## src/rtl/rns_dot_acc.sv

```systemverilog
// rns_dot_acc: streaming RNS multiply-accumulate over four byte-wide residue
// channels (moduli 251/241/239/233). Each vector is a run of operand beats
// terminated by in_last; the block emits one packed per-channel dot product.
//
// Ports:
//   clk, rst           clock, async active-high reset
//   in_valid/in_ready  operand beat handshake; in_a/in_b packed residues,
//                      channel i in bits [8i+7:8i]; in_last ends the vector
//   out_valid/out_ready result handshake; out_rns packed dot product,
//                      out_count beats in that vector (saturating)
//   busy               a vector is in flight or a result is waiting

// One residue channel: S1 registers the reduced product, S2 folds it into
// the running sum with a single conditional subtract.
module rns_dot_lane #(
  parameter int unsigned MOD = 251
) (
  input  logic       clk,
  input  logic       rst,
  input  logic [7:0] a,
  input  logic [7:0] b,
  input  logic       ld,      // beat accepted: capture product
  input  logic       acc_en,  // S1 holds a product: accumulate it
  input  logic       clr,     // this product closes the vector
  output logic [7:0] sum      // acc + p reduced, valid while acc_en
);
  logic [15:0] prod;
  logic [7:0]  p, acc;
  logic [8:0]  s;

  assign prod = {8'd0, a} * {8'd0, b};
  assign s    = {1'b0, acc} + {1'b0, p};
  // Both terms are < MOD, so one subtract fully reduces.
  assign sum  = (s >= 9'(MOD)) ? 8'(s - 9'(MOD)) : s[7:0];

  always_ff @(posedge clk or posedge rst) begin
    if (rst) begin
      p   <= '0;
      acc <= '0;
    end else begin
      // Operands may be non-canonical; the full mod handles that.
      if (ld)     p   <= 8'(prod % 16'(MOD));
      if (acc_en) acc <= clr ? 8'd0 : sum;
    end
  end
endmodule

module rns_dot_acc #(
  parameter int unsigned B0    = 251,
  parameter int unsigned B1    = 241,
  parameter int unsigned B2    = 239,
  parameter int unsigned B3    = 233,
  parameter int unsigned CNT_W = 16
) (
  input  logic             clk,
  input  logic             rst,
  input  logic             in_valid,
  output logic             in_ready,
  input  logic [31:0]      in_a,
  input  logic [31:0]      in_b,
  input  logic             in_last,
  output logic             out_valid,
  input  logic             out_ready,
  output logic [31:0]      out_rns,
  output logic [CNT_W-1:0] out_count,
  output logic             busy
);
  localparam int NUM_LANES = 4;

  typedef enum logic [1:0] {ACC, DRAIN, HOLD} state_t;
  state_t state_q, state_d;

  logic                          in_fire, s1_vld, s1_last, fin;
  logic [CNT_W-1:0]              cnt, cnt_nxt;
  logic [NUM_LANES-1:0][7:0]     a_v, b_v, lane_sum;

  assign a_v     = in_a;
  assign b_v     = in_b;
  assign in_fire = in_valid & in_ready;
  assign fin     = s1_vld & s1_last;   // S2 is closing the vector this cycle
  assign cnt_nxt = (&cnt) ? cnt : cnt + 1'b1;

  for (genvar i = 0; i < NUM_LANES; i++) begin : g_lane
    localparam int unsigned MOD = (i == 0) ? B0 : (i == 1) ? B1 : (i == 2) ? B2 : B3;
    rns_dot_lane #(.MOD(MOD)) u_lane (
      .clk    (clk),
      .rst    (rst),
      .a      (a_v[i]),
      .b      (b_v[i]),
      .ld     (in_fire),
      .acc_en (s1_vld),
      .clr    (fin),
      .sum    (lane_sum[i])
    );
  end

  always_ff @(posedge clk or posedge rst) begin
    if (rst) begin
      state_q   <= ACC;
      s1_vld    <= 1'b0;
      s1_last   <= 1'b0;
      cnt       <= '0;
      out_rns   <= '0;
      out_count <= '0;
    end else begin
      state_q <= state_d;
      s1_vld  <= in_fire;
      if (in_fire) s1_last <= in_last;
      if (s1_vld)  cnt     <= fin ? '0 : cnt_nxt;
      if (fin) begin
        out_rns   <= lane_sum;
        out_count <= cnt_nxt;
      end
    end
  end

  // Decoded from raw inputs rather than in_fire to keep in_ready out of its
  // own fan-in.
  always_comb begin
    state_d   = state_q;
    in_ready  = 1'b0;
    out_valid = 1'b0;
    case (state_q)
      ACC: begin
        in_ready = 1'b1;
        if (in_valid && in_last) state_d = DRAIN;
      end
      DRAIN: if (fin) state_d = HOLD;
      HOLD: begin
        out_valid = 1'b1;
        if (out_ready) state_d = ACC;
      end
      default: state_d = ACC;
    endcase
  end

  assign busy = (state_q != ACC) | s1_vld | (cnt != '0);
endmodule

```

## config.mk

```make
export PLATFORM = sky130hd
export DESIGN_NAME = rns_dot_acc
export DESIGN_NICKNAME = d
export VERILOG_FILES = /design/src/rtl/rns_dot_acc.sv
export SDC_FILE = /design/constraint.sdc
export NUM_CORES = 1
export LEC_CHECK = 0
export BUFFER_PORTS_ARGS = -buffer_cell sky130_fd_sc_hd__buf_2
export CELL_PAD_IN_SITES_DETAIL_PLACEMENT = 0
export CELL_PAD_IN_SITES_GLOBAL_PLACEMENT = 2
export CORE_MARGIN = 8
export CORE_UTILIZATION = 34
export DETAILED_ROUTE_END_ITERATION = 6
export PLACE_DENSITY = 0.74
export SLEW_MARGIN = 5
export SYNTH_ARGS = -nofsm -noshare
export SYNTH_HDL_FRONTEND = slang
export SYNTH_SLANG_ARGS = --single-unit
```

## constraint.sdc

```tcl
create_clock -name clk -period 6.7 [get_ports clk]
set_clock_uncertainty 0.15 [all_clocks]
set_input_delay 0.67 -clock clk [delete_from_list [all_inputs] [get_ports clk]]
set_output_delay 0.67 -clock clk [all_outputs]
set_load 0.02 [all_outputs]
```

# After elaboration in Yosys (flattened, before gate mapping)
# Cells that the tools add are included.
[classes] n_bitwise=4 addsub=9 eq_ne=5 multipliers=4 n_mux=16 n_lt_le_gt_ge=4 div_mod_pow=4 n_reduce_logical=6
[op_table] cell="remainder unit 16 x 8 -> 16 bit, second input constant" n=4
[op_table] cell="multiplier 8 x 8 -> 16 bit" n=4
[op_table] cell="two-way mux 8 bit" n=8
[op_table] cell="adder 8 x 8 -> 9 bit" n=4
[op_table] cell=">= comparator 9 x 8 -> 1 bit, second input constant" n=4
[op_table] cell="two-way mux 16 bit" n=2
[op_table] cell="subtractor 8 bit, second input constant" n=4
[op_table] cell="adder 16 x 1 -> 16 bit, second input constant" n=1
[op_table] cell="AND reduction 16 bit" n=1
[op_table] cell="nonzero test 16 bit" n=1
[op_table] cell="two-way mux 2 bit" n=3
[op_table] cell="!= test 2 bit, second input constant" n=3
[op_table] cell="one-hot mux 2 bit (3 select lines)" n=1
[op_table] cell="AND reduction 3 bit" n=1
[op_table] cell="AND 1 bit" n=2
[op_table] cell="== test 2 x 1 -> 1 bit, second input constant" n=1
[op_table] cell="== test 2 bit, second input constant" n=1
[op_table] cell="zero test 2 bit" n=1
[op_table] cell="two-way mux 1 bit" n=2
[op_table] cell="bitwise OR 1 bit" n=2
[op_table] cell="nonzero test 2 bit" n=1
[op_table] cell="logical AND 1 bit" n=1
[totals] out_inout_bits=51 word_cells=66 ff_bits=132 input_bits=69

# Logic depth before layout (Yosys ltp)
[depth] word_depth=4 depth_mapped=54 ltp_nobuf=48

# By module
# Synthesis repeated with hierarchy kept, for this count alone.
[unflattened] hier_cells=3632 hier_area_um2=28887.7
[modules_own_cells] mod="rns_dot_lane (g_lane[0].u_lane)" seq_area_each_um2=400.4 n_inst=1 area_per_inst_um2=6583.8 cells_each=825
[modules_own_cells] mod="rns_dot_lane (g_lane[3].u_lane)" seq_area_each_um2=400.4 n_inst=1 area_per_inst_um2=6428.7 cells_each=804
[modules_own_cells] mod="rns_dot_lane (g_lane[1].u_lane)" seq_area_each_um2=400.4 n_inst=1 area_per_inst_um2=6346.1 cells_each=826
[modules_own_cells] mod="rns_dot_lane (g_lane[2].u_lane)" seq_area_each_um2=400.4 n_inst=1 area_per_inst_um2=6247.2 cells_each=811
[modules_own_cells] mod="rns_dot_acc" seq_area_each_um2=1701.6 n_inst=1 area_per_inst_um2=3281.9 cells_each=366

# Worst setup path after synthesis
# OpenSTA, ideal clock, no wires.
[synth_timing] path_kind="input to register" start="in in_a[16]" end="reg g_lane[2].u_lane.p[7]" setup_time_ns=0.131 cell_stages=49 setup_slack_ns=-5.655 t_required_ns=6.419 path_buffers=3 arrival_time_ns=12.074 path_cell_list="and2_1 -> fa_1 -> fa_1 -> fa_1 -> inv_1 -> fa_1 -> inv_1 -> ha_1 -> and2_4 -> a32o_2 -> o2111ai_1 -> nand4_1 -> or3_1 -> buf_2 -> o31a_1 -> nor2_1 -> mux2_2 -> nor4_1 -> (+13 left out) -> xnor2_1 -> inv_1 -> ha_1 -> nand2_1 -> nor3_1 -> a31oi_1 -> o311ai_4 -> a211oi_2 -> nor2_2 -> xor2_1 -> ha_1 -> nand3_1 -> mux2i_1 -> nor2_1 -> o31a_4 -> nor3_2 -> xor2_1 -> o21ai_1"
[synth_between] elab_chain_cells=2
[synth_rtl] element="start, declared" line="59" source="input logic [31:0] in_a,"
[synth_rtl] element="multiplier 8 x 8 -> 16 bit" line="31" source="assign prod = {8'd0, a} * {8'd0, b};"
[synth_rtl] element="remainder unit 16 x 8 -> 16 bit" line="42" source="if (ld) p <= 8'(prod % 16'(MOD));"
[synth_rtl] element="end signal, assigned" line="42"
[synth_rtl] element="end, declared" line="28" source="logic [7:0] p, acc;"
# No other way between the ends.
# A chain may end at the register's enable or synchronous reset.

# Final worst setup path
[layout_timing] start="in in_a[18]" end="reg g_lane[2].u_lane.p[7]"
# Same word-level chain as after synthesis.

==> results.sh <==
export IMPL_drt_wirelength_per_cell_um=15.0
export IMPL_required_ns=6.83
export IMPL_yosysTopAreaCell="dfrtp_1"
export IMPL_cpPeakStageDelay_ns=0.55
export IMPL_crit_buf_inv=5
export IMPL_dieArea_um2=86500
export IMPL_synth_edff_count=0
export IMPL_layout_cells_most_common="buf_4"
export IMPL_synth_top_area_frac=0.126
export IMPL_tightest_slew_ns=1.09
export IMPL_drv_cap=0
export IMPL_worstSetupEndpointType="flip-flop"
export IMPL_grt_max_degree=78
export IMPL_min_period_ns=11.43
export IMPL_routed_wl_um=84400
export IMPL_yosysSeqAreaShare=0.126
export IMPL_n_antenna_cell=0
export IMPL_clkTransAtPathRegs_ns=0.06
export IMPL_crit_slowest_cell="fa_2"
export IMPL_status="finished with violations"
export IMPL_die_h_um=294
export IMPL_dr_pass1_iters=5
export IMPL_cp_max_fo=7
export IMPL_grt_overflow_total=0
export IMPL_clock_sinks=132
export IMPL_dp_hpwl_um=68800
export IMPL_cp_top_family="compound AO/OA/AOI/OAI gates"
export IMPL_area_growth_pct=52.2
export IMPL_hp_class="in -> async"
export IMPL_fin_nets=4972
export IMPL_syn_num_nets=3802
export IMPL_setup_viol=32
export IMPL_die_w_um=294
export IMPL_hold_violations=0
export IMPL_r2r_slack_ns=2.50
export IMPL_antenna_found_initial=0
export IMPL_ios=120
export IMPL_ys_dominant_reg_cell="dfrtp_1"
export IMPL_drive_gt1_frac=0.402
export IMPL_routabilityCongestion=0.872
export IMPL_met2_usage=0.363
export IMPL_met1_usage=0.236
export IMPL_critPathLaunchType="input pin"
export IMPL_timing_final_crit_share=1.71
export IMPL_synthCells=3389
export IMPL_yosysUniqueCellTypes=130
export IMPL_rr_worst_depth=13
export IMPL_yosysWarnings=0
export IMPL_async_flop_share=1.00
export IMPL_rows=102
export IMPL_start_util=0.341
export IMPL_layout_common_cells="buf_4 (1132), nand2_1 (366), inv_1 (263)"
export IMPL_clk_path_buf_depth=2
export IMPL_root_buffer="clkbuf_16"
export IMPL_rsz0062_at_grt="yes"
export IMPL_synth_area_per_cell_um2=7.76
export IMPL_ys_ff_latch=132
export IMPL_insertion_delay_ns=0.42
export IMPL_grt_first_pass_wirelength_um=145000
export IMPL_fmax_mhz=87.5
export IMPL_port_buffers=119
export IMPL_cp_num_cells=47
export IMPL_top_usage_layer="met2"
export IMPL_cp_arrival_ns=11.56
export IMPL_synth_area_um2=26300
export IMPL_cts_buffers=17
export IMPL_tritoncts="built"
export IMPL_grt_pass1_vias=30500
export IMPL_drc=0
export IMPL_yosys_top_cells_area="dfrtp_1 (13%), fa_1 (11%), ha_1 (9.3%)"
export IMPL_use_met3=0.0131
export IMPL_maxSlewHeadroom=0.267
export IMPL_vias_per_cell=5.22
export IMPL_ant_nets=0
export IMPL_drt_initial_drc_count=1437
export IMPL_cts_hold_buf=0
export IMPL_grt_util_all_layers=0.191
export IMPL_vias=29300
export IMPL_fin_ws_ns=-4.73
export IMPL_h_tree_depth=4
export IMPL_slew_violations=0
export IMPL_core_area_um2=77100
export IMPL_violations="negative setup slack"
export IMPL_preCtsSetupSlack_ns=-5.43
export IMPL_critPathKind="in -> reg"
-- cell type report --
| type | count | area, µm² |
|---|---|---|
| Fill cell | 7383 | 37000 |
| Sequential cell | 132 | 3300 |
| Timing Repair Buffer | 1253 | 9350 |
| Clock inverter | 13 | 205 |
| Tap cell | 1040 | 1300 |
| Clock buffer | 19 | 453 |
| Multi-Input combinational cell | 2872 | 24300 |
| Inverter | 283 | 1070 |
-- cell families after synthesis --
kind of cell	share of synthesized area
AOI/OAI and AO/OA	0.270
xor gates and xnor gates	0.0744
adders and majority gates	0.210
buffers and inverters	0.0576
DFF	0.126
muxes	0.0236
and+or+nand+nor	0.239
-- synth_stat cells (all sizes together), types with 63 or more instances --
library cell	number
nand2	378
inv	280
nor2	220
o21ai	216
and2	198
ha	196
a21oi	180
fa	148
xnor2	147
dfrtp	132
nand3	105
nor3	80
xor2	73
clkbuf	71
o22ai	63
-- what timing repair did --
| action | 4_1_cts | 5_1_grt |
|---|---|---|
| gates resized for setup | 263 | 151 |
| gates cloned | 1 | 0 |
| pin swaps | 177 | 92 |
| endpoints found under the setup margin | 32 | 32 |
| setup buffers | 88 | 41 |
-- stage by stage --
stage	TNS, ns	cell area [µm²]	utilization	hold WS [ns]	instances
after floorplan	-137.48	27600	-	0.290	3389
after global placement	-153.42	36600	0.474	0.309	5460
after detailed placement	-158.08	36600	0.474	0.316	5460
after CTS	-130.23	39100	0.507	0.158	5577
after global routing	-147.98	40000	0.519	0.188	5612
final	-133.15	40000	0.519	0.148	5612
-- routing by layer --
| layer | up-vias | wire, µm |
|---|---|---|
| met5 | - | 0 |
| met1 | 14200 | 37100 |
| met4 | 0 | 1380 |
| met2 | 404 | 44000 |
| met3 | 111 | 1880 |
| li1 | 14600 | - |
-- final timing paths --
path / from / endpoint
hold / removal: rst / state_q[1]
min in group clk: out_count[8] / out_count[8]
setup reg to reg: g_lane[1].u_lane.acc[0] / out_rns[15]
hold reg to reg: out_count[8] / out_count[8]
setup / recovery: in_a[18] / g_lane[2].u_lane.p[7]
max in group asynchronous: rst / s1_vld
-- sequential cells by signal, summed over array words and instances, names as in the netlist --
name	flops
state_q	2
s1_vld	1
out_rns	32
g_lane.u_lane.acc	32
s1_last	1
g_lane.u_lane.p	32
out_count	16
cnt	16
Power is not shown: default switching activity piles up to over one toggle a cycle in this logic, so the estimate is an artifact.
